--- src/rtl/mcu_bus_tx.sv ---
// rtl/mcu_bus_tx.sv - byte-wide strobed MCU bus transmitter with input queue
// Define MCU_BUS_TX_FIFO_EN for a 4-entry queue; default is a single holding register.
module mcu_bus_tx #(
    parameter int SETUP_CYCLES = 2,
    parameter int HIGH_CYCLES  = 2,
    parameter int HOLD_CYCLES  = 1
) (
    input  logic       i_clock,
    input  logic       i_reset,
    input  logic       i_in_valid,
    output logic       o_in_ready,
    input  logic [7:0] i_in_data,
    input  logic       i_in_command,
    output logic       o_bus_clock,
    output logic [7:0] o_bus,
    output logic       o_command_data,
    output logic       o_busy
);

    typedef enum logic [1:0] {S_IDLE, S_SETUP, S_HIGH, S_HOLD} state_t;

    localparam logic [7:0] L_SETUP = 8'(SETUP_CYCLES - 1);
    localparam logic [7:0] L_HIGH  = 8'(HIGH_CYCLES - 1);
    localparam logic [7:0] L_HOLD  = 8'(HOLD_CYCLES - 1);

    state_t     r_state, w_state_nx;
    logic [7:0] r_cnt, w_cnt_nx;
    logic [7:0] r_bus, w_bus_nx;
    logic       r_cmd, w_cmd_nx;
    logic       r_bclk, w_bclk_nx;
    logic       r_busy, w_busy_nx;
    logic       w_full, w_empty, w_push, w_pop, w_bypass, w_store, w_nonempty_nx;
    logic [8:0] w_head;

    assign o_in_ready = !w_full;
    assign w_push     = i_in_valid && !w_full;
    // A byte arriving exactly as HOLD ends with nothing queued goes straight to the bus.
    assign w_store    = w_push && !w_bypass;

`ifdef MCU_BUS_TX_FIFO_EN
    logic [8:0] r_mem [0:3];
    logic [1:0] r_wptr, r_rptr;
    logic [2:0] r_count, w_count_nx;

    assign w_full        = (r_count == 3'd4);
    assign w_empty       = (r_count == 3'd0);
    assign w_head        = r_mem[r_rptr];
    assign w_count_nx    = r_count + {2'b00, w_store} - {2'b00, w_pop};
    assign w_nonempty_nx = (w_count_nx != 3'd0);

    always_ff @(posedge i_clock or posedge i_reset) begin
        if (i_reset) begin
            r_wptr  <= 2'd0;
            r_rptr  <= 2'd0;
            r_count <= 3'd0;
        end else begin
            if (w_store) r_wptr <= r_wptr + 2'd1;
            if (w_pop)   r_rptr <= r_rptr + 2'd1;
            r_count <= w_count_nx;
        end
    end

    always_ff @(posedge i_clock) begin
        if (w_store) r_mem[r_wptr] <= {i_in_command, i_in_data};
    end
`else
    logic [8:0] r_hold;
    logic       r_full;

    assign w_full        = r_full;
    assign w_empty       = !r_full;
    assign w_head        = r_hold;
    assign w_nonempty_nx = w_store || (r_full && !w_pop);

    always_ff @(posedge i_clock or posedge i_reset) begin
        if (i_reset) begin
            r_full <= 1'b0;
            r_hold <= 9'd0;
        end else if (w_store) begin
            r_full <= 1'b1;
            r_hold <= {i_in_command, i_in_data};
        end else if (w_pop) begin
            r_full <= 1'b0;
        end
    end
`endif

    always_comb begin
        w_state_nx = r_state;
        w_cnt_nx   = (r_cnt != 8'd0) ? r_cnt - 8'd1 : 8'd0;
        w_bus_nx   = r_bus;
        w_cmd_nx   = r_cmd;
        w_pop      = 1'b0;
        w_bypass   = 1'b0;
        case (r_state)
            S_IDLE: begin
                w_bus_nx = 8'h00;
                w_cmd_nx = 1'b0;
                w_cnt_nx = 8'd0;
                if (!w_empty) begin
                    w_state_nx = S_SETUP;
                    w_cnt_nx   = L_SETUP;
                    w_pop      = 1'b1;
                    w_bus_nx   = w_head[7:0];
                    w_cmd_nx   = w_head[8];
                end
            end
            S_SETUP: begin
                if (r_cnt == 8'd0) begin
                    w_state_nx = S_HIGH;
                    w_cnt_nx   = L_HIGH;
                end
            end
            S_HIGH: begin
                if (r_cnt == 8'd0) begin
                    w_state_nx = S_HOLD;
                    w_cnt_nx   = L_HOLD;
                end
            end
            S_HOLD: begin
                if (r_cnt == 8'd0) begin
                    if (!w_empty) begin
                        w_state_nx = S_SETUP;
                        w_cnt_nx   = L_SETUP;
                        w_pop      = 1'b1;
                        w_bus_nx   = w_head[7:0];
                        w_cmd_nx   = w_head[8];
                    end else if (w_push) begin
                        w_state_nx = S_SETUP;
                        w_cnt_nx   = L_SETUP;
                        w_bypass   = 1'b1;
                        w_bus_nx   = i_in_data;
                        w_cmd_nx   = i_in_command;
                    end else begin
                        w_state_nx = S_IDLE;
                        w_cnt_nx   = 8'd0;
                        w_bus_nx   = 8'h00;
                        w_cmd_nx   = 1'b0;
                    end
                end
            end
            default: begin
                w_state_nx = S_IDLE;
                w_cnt_nx   = 8'd0;
                w_bus_nx   = 8'h00;
                w_cmd_nx   = 1'b0;
            end
        endcase
    end

    assign w_bclk_nx = (w_state_nx == S_HIGH);
    assign w_busy_nx = (w_state_nx != S_IDLE) || w_nonempty_nx;

    always_ff @(posedge i_clock or posedge i_reset) begin
        if (i_reset) begin
            r_state <= S_IDLE;
            r_cnt   <= 8'd0;
            r_bus   <= 8'h00;
            r_cmd   <= 1'b0;
            r_bclk  <= 1'b0;
            r_busy  <= 1'b0;
        end else begin
            r_state <= w_state_nx;
            r_cnt   <= w_cnt_nx;
            r_bus   <= w_bus_nx;
            r_cmd   <= w_cmd_nx;
            r_bclk  <= w_bclk_nx;
            r_busy  <= w_busy_nx;
        end
    end

    assign o_bus_clock    = r_bclk;
    assign o_bus          = r_bus;
    assign o_command_data = r_cmd;
    assign o_busy         = r_busy;

endmodule

--- config.mk ---
export PLATFORM = sky130hd
export DESIGN_NAME = mcu_bus_tx
export DESIGN_NICKNAME = d
export VERILOG_FILES = /design/src/rtl/mcu_bus_tx.sv
export SDC_FILE = /design/constraint.sdc
export NUM_CORES = 1
export LEC_CHECK = 0
export ABC_AREA = 1
export CAP_MARGIN = 0
export CORE_ASPECT_RATIO = 0.5
export CORE_MARGIN = 2
export CORE_UTILIZATION = 53
export CTS_CLUSTER_SIZE = 10
export DETAILED_ROUTE_END_ITERATION = 8
export PLACE_DENSITY_LB_ADDON = 0.15
export SLEW_MARGIN = 0
export SYNTH_ARGS = -nofsm -noshare
export SYNTH_HDL_FRONTEND = slang
export SYNTH_SLANG_ARGS = --single-unit
export TNS_END_PERCENT = 5
--- constraint.sdc ---
create_clock -name i_clock -period 1.85 [get_ports i_clock]
set_input_delay 0.555 -clock i_clock [delete_from_list [all_inputs] [get_ports i_clock]]
set_output_delay 0.555 -clock i_clock [all_outputs]
set_load 0.01 [all_outputs]
Yosys cells after proc, flatten, opt, wreduce, memory -nomap -nowiden:

Cells that the tools add are included.

* bits of input ports: 12
* word-level logic and storage cells: 63
* bits in registers: 31

* reductions and logical operators: 15
* equality and inequality tests: 5
* add/subtract/negate cells: 1
* mux-type cells: 34

Operators with widths (number)
* two-way mux 8 bit: 8
* one-hot mux 8 bit (4 select lines): 1
* two-way mux 1 bit: 17
* one-hot mux 8 bit (2 select lines): 1
* logical NOT 8 bit: 1
* two-way mux 2 bit: 4
* one-hot mux 2 bit (4 select lines): 1
* nonzero test 8 bit: 1
* subtractor 8 x 1 -> 8 bit, second input constant: 1
* equality test 2 bit, second input constant: 3
* nonzero test 2 bit: 3
* one-hot mux 1 bit (2 select lines): 2
* logical AND 1 bit: 3
* logical NOT 1 bit: 3
* equality test 2 x 1 -> 1 bit, second input constant: 1
* logical NOT 2 bit: 1
* logical OR 1 bit: 2
* != test 2 bit, second input constant: 1
* AND reduction 2 bit: 1

Logic depth before layout (Yosys ltp):

Gate-level depths: netlist (run 1).

* depth in word-level cells: 10
* depth in mapped cells: 10
* gate-level depth less buffers: 10

Least setup slack after synthesis (run 1):

OpenSTA, ideal clock, no wires.

* kind: register to register
* start point: reg r_cnt[0]
* end point: reg r_bus[0] (netlist: o_bus[0])
* required time: 1.769 ns
* period minus slack after synthesis: 1.510 ns
* cell stages (with the launch flop): 10
* data arrival time: 1.429 ns
* setup slack: 0.340 ns
* path through: dfrtp_1 > inv_1 > ha_1 > nand2_1 > nor2_4 > nor2_2 > a21oi_4 > buf_6 > nor2_2 > a31oi_2

* word-level cells in the longest chain between the ends: 3

Ends and longest elaborated chain
* start: declaration: line 27 `logic [7:0] r_cnt, w_cnt_nx;`
* start signal: assignment: line 164 `r_cnt <= w_cnt_nx;`
* logical NOT 8 bit: line 121 `if (r_cnt == 8'd0) begin`
* != test 2 bit (no line)
* AND reduction 2 bit (no line)
* end signal: assignment: line 165 `r_bus <= w_bus_nx;`
* end: declaration: line 28 `logic [7:0] r_bus, w_bus_nx;`

No other way between the ends.
A chain may end at the register's enable or synchronous reset.

Final worst setup path (run 1):

* start point: reg r_bus[0] (netlist: o_bus[0])
* end point: out o_bus[0]

RTL lines
* end: declaration: line 15 `output logic [7:0] o_bus,`

No word-level cell between the ends.

==> summary.md, run 1 <==
| Metric | Value |
|---|---|
| Syn Inst Count | `185` |
| WL final | `3.06 mm` |
| Avg Cell Area, Syn | `8.41 um2` |
| Fill count | `213` |
| Worst Reg-to-Reg Cells | `9` |
| Final net count | `236` |
| Die X | `80.6 um` |
| ANT cells | `0` |
| Final max-slew violation count | `0` |
| Arrival @ worst endpoint | `1.19 ns` |
| Cell Int Power | `0.00218 W` |
| Number of I/O pins | `24` |
| Congestion Overflow GR | `0` |
| Bufs and invs on worst path | `1` |
| Mapped Nets | `204` |
| Count of distinct cell types in the synthesized netlist | `24` |
| Register area share after synthesis | `49.8%` |
| Pin count of the biggest net entering global routing | `32` |
| Post-synthesis register bit count | `31` |
| Sink Count | `31` |
| Unrepaired setup endpoints after global routing | `false` |
| Maxcap violations | `0` |
| Minimum hold slack | `0.472 ns` |
| Yosys warnings | `0` |
| Crit path from | `o_bus[0]` |
| Synthesized cell area | `0.00156 mm2` |
| Ratio of cells with drive above 1 in the final layout | `11.5%` |
| Switch Pwr | `0.00145 W` |
| Highest Clock Rate | `575 MHz` |
| Hold Crit Class | `flop to flop` |
| Startpoint types | `flop` |
| Core Box Area | `0.00268 mm2` |
| CTS tree | `yes` |
| Reg2reg setup slack | `0.20 ns` |
| Switch share | `40.0%` |
| Crit end category | `output pin` |
| GRT Overall Usage | `21.1%` |
| Vias per inst | `5.04` |
| Worst relative slew slack | `74.1%` |
| Measured slew at the worst slew-check pin | `0.388 ns` |
| Multi-input gate area | `686 um2` |
| CTS Buf Count | `5` |
| Worst IR drop on VDD | `0.885 mV` |
| CP max stage delay | `0.54 ns` |
| Crit share post-route | `94.1%` |
| Port Buffer Count | `23` |
| Vias | `1284` |
| CP cell instances | `clkdlybuf4s50_1` |
| DIE HEIGHT | `42.3 um` |
| Worst path top cell family by delay | `buffers and inverters` |
| Reg power frac | `30.9%` |
| DR iter-0 viols | `94` |
| CP max FO | `2` |
| Cell Rows | `13` |
| Leak pwr | `0.979 nW` |
| Inst Count DP | `247` |
| Worst Path Class, Setup | `flop to output pin` |
| Routed Antenna Nets | `0` |
| Worst Setup EP | `o_bus[0]` |
| CTS root buffer | `clkbuf_8` |
| Final Hold Viols | `0` |
| Number of global-route vias before repair | `1216` |
| First-pass GRT wire length | `5.42 mm` |
| Wire per inst | `12.0 um` |
| Detail Placement HPWL | `2.15 mm` |
| Clk Latency, worst-skew pair | `0.29 ns` |
| Non-Filler Instances | `255` |
| Setup TNS | `0 ns` |
| Setup Skew | `0.00667 ns` |
| Total die area | `0.00341 mm2` |
| Critical Path Stages | `1` |
| Slowest CP cell | `clkdlybuf4s50_1` |
| Drt drc | `0` |
| Starting Density | `58.0%` |
| Area added between synthesis and finish | `27.1%` |
| Initial antenna violation count | `0` |
| Final Cell Area | `0.00198 mm2` |
| Core Util, Final | `73.7%` |
| H-Tree Depth | `2` |
| Clock-pin slew on the worst setup and hold paths | `0.07 ns` |
| Combinational Power Share | `50.6%` |
| WP data required | `1.29 ns` |
| Post-DP Area | `0.00187 mm2` |
| Final setup fails | `0` |
| R2r endpoint | `o_busy` |
| Pwr dens | `1830 mW/mm2` |
| Register area | `776 um2` |
| Worst r2r src | `r_cnt[0]` |
| Router iterations before antenna repair | `4` |
| Clk pwr share | `18.5%` |
| CTS Buffer Depth | `2` |
| Status | `complete, no violations` |
| Placer congestion estimate | `0.793` |
| Crit path time final | `1.74 ns` |
-- area by class of cell --
type                       count  area share, %
clock buffer                   5           3.48
multi-input combinational    131           34.7
timing repair buffer          29           14.5
clock inverter                 3           2.21
inverter                      19           3.61
tap                           37           2.34
sequential                    31           39.2
-- synth_stat cells --
cell type	count	area share (%)
a21oi_4	1	1.0
nor3_1	1	0.32
nor2_4	1	0.72
inv_1	17	4.1
buf_6	1	0.72
xnor2_1	2	1.1
a31oi_1	8	3.2
nand2_1	52	13
o21a_1	1	0.48
nor2_2	5	2.0
xor2_1	4	2.3
nor2_1	24	5.8
a21oi_1	8	2.6
o211ai_1	1	0.48
dfrtp_1	31	50
nand2_2	1	0.40
nand3_1	12	3.9
a31oi_2	1	0.80
ha_1	7	5.6
o21ai_1	1	0.32
a21boi_1	1	0.48
buf_2	1	0.32
clkbuf_1	2	0.48
inv_2	2	0.48
-- cells in the final DEF, fill, tap and decap left out, drive strengths merged --
cell type / n
nand2: 53
dfrtp: 31
nor2: 30
clkdlybuf4s50: 22
inv: 19
nand3: 12
a21oi: 9
a31oi: 9
ha: 7
buf: 6
clkbuf: 5
xor2: 4
xnor2: 2
clkinv: 2
a21boi: 1
o21a: 1
o21ai: 1
nor3: 1
o211ai: 1
bufinv: 1
dlygate4sd2: 1
-- flip-flops by register name (all words and copies together), names as in the netlist --
name and flops:
r_hold 9, o_bus 8, r_cnt 8, r_state 2, o_bus_clock 1, o_busy 1
o_command_data 1, r_full 1
-- power groups by stage --
| stage | combinational (W) | sequential, W | clock (W) |
|---|---|---|---|
| floorplan | 0.00118 | 0.00117 | 0 |
| global placement | 0.00180 | 0.00113 | 0 |
| detailed placement | 0.00185 | 0.00113 | 0 |
| CTS | 0.00185 | 0.00112 | 0.000686 |
| global route | 0.00207 | 0.00116 | 0.000719 |
| finish | 0.00183 | 0.00112 | 0.000672 |
-- worst min-delay path by stage --
stage,from,end,slack [ns],depth (start not counted)
after floorplan,r_hold[3],r_hold[3],0.44,2
after global placement,r_hold[7],r_hold[7],0.46,2
after detailed placement,r_hold[8],r_hold[8],0.46,2
after CTS,r_hold[8],r_hold[8],0.48,2
after global routing,r_hold[3],r_hold[3],0.50,2
final,r_hold[8],r_hold[8],0.47,2
-- per-stage QoR --
step / setup slack [ns] / total power [W]
after floorplan: 0.340 / 0.00235
after global placement: 0.0496 / 0.00293
after detailed placement: 0.00526 / 0.00298
after CTS: 0.100 / 0.00366
after global routing: 0.0602 / 0.00395
final: 0.110 / 0.00363
-- cells by family after synthesis --
logic type	count (synthesis)	share of synthesized area (%)
adder cells (fa/ha/maj)	7	5.63
XOR/XNOR	6	3.38
AND/OR/NAND/NOR	96	25.6
flip-flops	31	49.8
AO/OA/AOI/OAI	22	9.41
buffers and inverters	23	6.11
-- metal layers --
metal  routed length, um  global-route usage (%)  vias up
met5                   0                       0        -
met3                 148                    7.11        5
met1                1450                    27.2      606
met4                  40                    6.10        0
li1                    -                       -      649
met2                1420                    34.2       24
-- timing repair --
action                                 CTS  global route
gates resized for setup                  1             0
endpoints found under the hold margin    0             0
setup endpoints to repair                1             0
hold buffers                             0             0
buffers inserted                         0             0
(Power assumes the default switching activity.)
==> inputs of run 2 (changes only) <==
--- a/config.mk
+++ b/config.mk
@@ -6,7 +6,7 @@
 export NUM_CORES = 1
 export LEC_CHECK = 0
 export ABC_AREA = 1
-export CAP_MARGIN = 0
+export CAP_MARGIN = 10
 export CORE_ASPECT_RATIO = 0.5
 export CORE_MARGIN = 2
 export CORE_UTILIZATION = 53
==> constraint.sdc (replaced) <==
create_clock -name i_clock -period 1.85 [get_ports i_clock]
set_input_delay 0.37 -clock i_clock [delete_from_list [all_inputs] [get_ports i_clock]]
set_output_delay 0.37 -clock i_clock [all_outputs]
set_load 0.01 [all_outputs]
==> summary.md, run 2 (synthesis results as in run 1) <==
| Metric | Value |
|---|---|
| Status | `complete, no violations` |
| Met3 routed WL | `161 um` |
| CP max FO | `3` |
| Number of I/O pins | `24` |
| Router iterations before antenna repair | `4` |
| WL met2 | `1.40 mm` |
| Setup TNS | `0 ns` |
| Clk Latency, worst-skew pair | `0.29 ns` |
| Ratio of cells with drive above 1 in the final layout | `11.9%` |
| Final Hold Viols | `0` |
| Highest Clock Rate | `597 MHz` |
| Starting Density | `58.0%` |
| H-Tree Depth | `2` |
| Bufs and invs on worst path | `2` |
| Crit share post-route | `90.5%` |
| Worst IR drop on VDD | `0.984 mV` |
| Clock-pin slew on the worst setup and hold paths | `0.07 ns` |
| Worst relative slew slack | `74.3%` |
| Worst r2r src | `r_cnt[0]` |
| Top reg by flops | `r_hold` |
| Arrival @ worst endpoint | `1.30 ns` |
| CTS root buffer | `clkbuf_8` |
| # hold bufs at CTS | `0` |
| Worst path top cell family by delay | `buffers and inverters` |
| Crit path time final | `1.67 ns` |
| Core Box Area | `0.00268 mm2` |
| Vias per inst | `5.11` |
| Max reg flops | `9` |
| Area added between synthesis and finish | `28.9%` |
| Uppermost layer routed | `met4` |
| Routed Antenna Nets | `0` |
| Hold Crit Class | `primary input to asynchronous set/reset pin` |
| Crit end category | `output pin` |
| Power after layout | `0.00380 W` |
| Vias | `1304` |
| Sink Count | `31` |
| CTS tree | `yes` |
| Total die area | `0.00341 mm2` |
| Die X | `80.6 um` |
| Congestion Overflow GR | `0` |
| Fill count | `209` |
| Measured slew at the worst slew-check pin | `0.385 ns` |
| ANT cells | `0` |
| Worst Reg-to-Reg Cells | `9` |
| Wire per inst | `12.2 um` |
| Final max-slew violation count | `0` |
| WL final | `3.12 mm` |
| Placer congestion estimate | `0.813` |
| Detail Placement HPWL | `2.16 mm` |
| Cell Rows | `13` |
| Startpoint types | `flop` |
| Slowest CP cell | `clkdlybuf4s50_1` |
| Post-DP Area | `0.00187 mm2` |
| Leak pwr | `0.986 nW` |
| Reg2reg setup slack | `0.18 ns` |
| First-pass GRT wire length | `5.47 mm` |
| Unrepaired setup endpoints after global routing | `false` |
| Pwr dens | `1900 mW/mm2` |
| Pin count of the biggest net entering global routing | `32` |
| Commonest non-fill, non-tap cell in the layout | `nand2_1` |
| Final net count | `236` |
| Multi-input gate area | `692 um2` |
| Maxcap violations | `0` |
| CTS Buf Count | `5` |
| Initial antenna violation count | `0` |
| Met1 WL | `1.46 mm` |
| Setup Skew | `0.00860 ns` |
| R2r endpoint | `o_bus[5]` |
| DIE HEIGHT | `42.3 um` |
| CTS Buffer Depth | `2` |
| Worst Path Class, Setup | `flop to output pin` |
| DR iter-0 viols | `58` |
| Drt drc | `0` |
| CP max stage delay | `0.54 ns` |
| Final setup fails | `0` |
| WP data required | `1.48 ns` |
| Minimum hold slack | `0.463 ns` |
| Commonest cells after routing, fill and taps aside | `nand2_1 (52), dfrtp_1 (31), nor2_1 (23), clkdlybuf4s50_1 (23), inv_1 (17)` |
| Port Buffer Count | `23` |
| GRT Overall Usage | `21.6%` |
| Register area | `776 um2` |
| Final Cell Area | `0.00201 mm2` |
| Number of global-route vias before repair | `1268` |
| CP cell instances | `inv_1, clkdlybuf4s50_1` |
-- run 2: cell count changes in the layout (fill, tap and decap cells not counted) --
cell             before  now
a21oi_1               8    7
a21oi_2               0    1
bufinv_16             1    2
clkbuf_1              0    1
clkdlybuf4s50_1      22   23
clkinv_2              1    0
clkinv_4              1    0
dlygate4sd2_1         1    0
nor2_1               24   23
nor2_2                5    6
-- run 2: how the worst max path moves through the flow --
stage                   from          to  cells after the start
floorplan           r_cnt[0]    o_bus[0]                      9
global placement    r_cnt[0]      o_busy                      9
detailed placement  r_cnt[0]      o_busy                      9
CTS                 r_cnt[0]      o_busy                      9
global route        r_cnt[0]    o_bus[5]                      9
finish                r_full  o_in_ready                      2
-- run 2: cell type report --
type	count	area share [%]
Tap cell	37	2.31
Multi-Input combinational cell	131	34.5
Timing Repair Buffer	29	14.3
Inverter	19	3.56
Clock inverter	2	2.99
Clock buffer	6	3.62
Sequential cell	31	38.7
-- run 2: through the flow --
step                      setup slack [ns]  utilization, %  cells
after CTS                            0.148            74.5    255
after detailed placement             0.177            69.6    247
after floorplan                      0.340               -    185
final                                0.176            74.7    255
after global placement               0.181            69.6    247
after global routing                0.0397            74.7    255
-- run 2: tightest hold or removal path: cells and delay by family --
kind     cells  cell delay, ns
buf+inv      3            0.79
-- run 2: repair_timing --
item	in CTS	in global routing
resized for setup	0	2
setup endpoints to repair	0	1
setup buffers	0	0
-- run 2: metal layers --
layer | up-vias | GRT usage [%]
li1 | 650 | -
met1 | 608 | 27.8
met2 | 33 | 32.5
met3 | 13 | 8.19
met4 | 0 | 9.83
met5 | - | 0
-- run 2: power by group --
| group | switching, W | total (W) | internal [W] |
|---|---|---|---|
| clock | 0.000257 | 0.000795 | 0.000538 |
| combinational | 0.00106 | 0.00188 | 0.000821 |
| sequential | 0.000156 | 0.00113 | 0.000970 |
| total | 0.00147 | 0.00380 | 0.00233 |
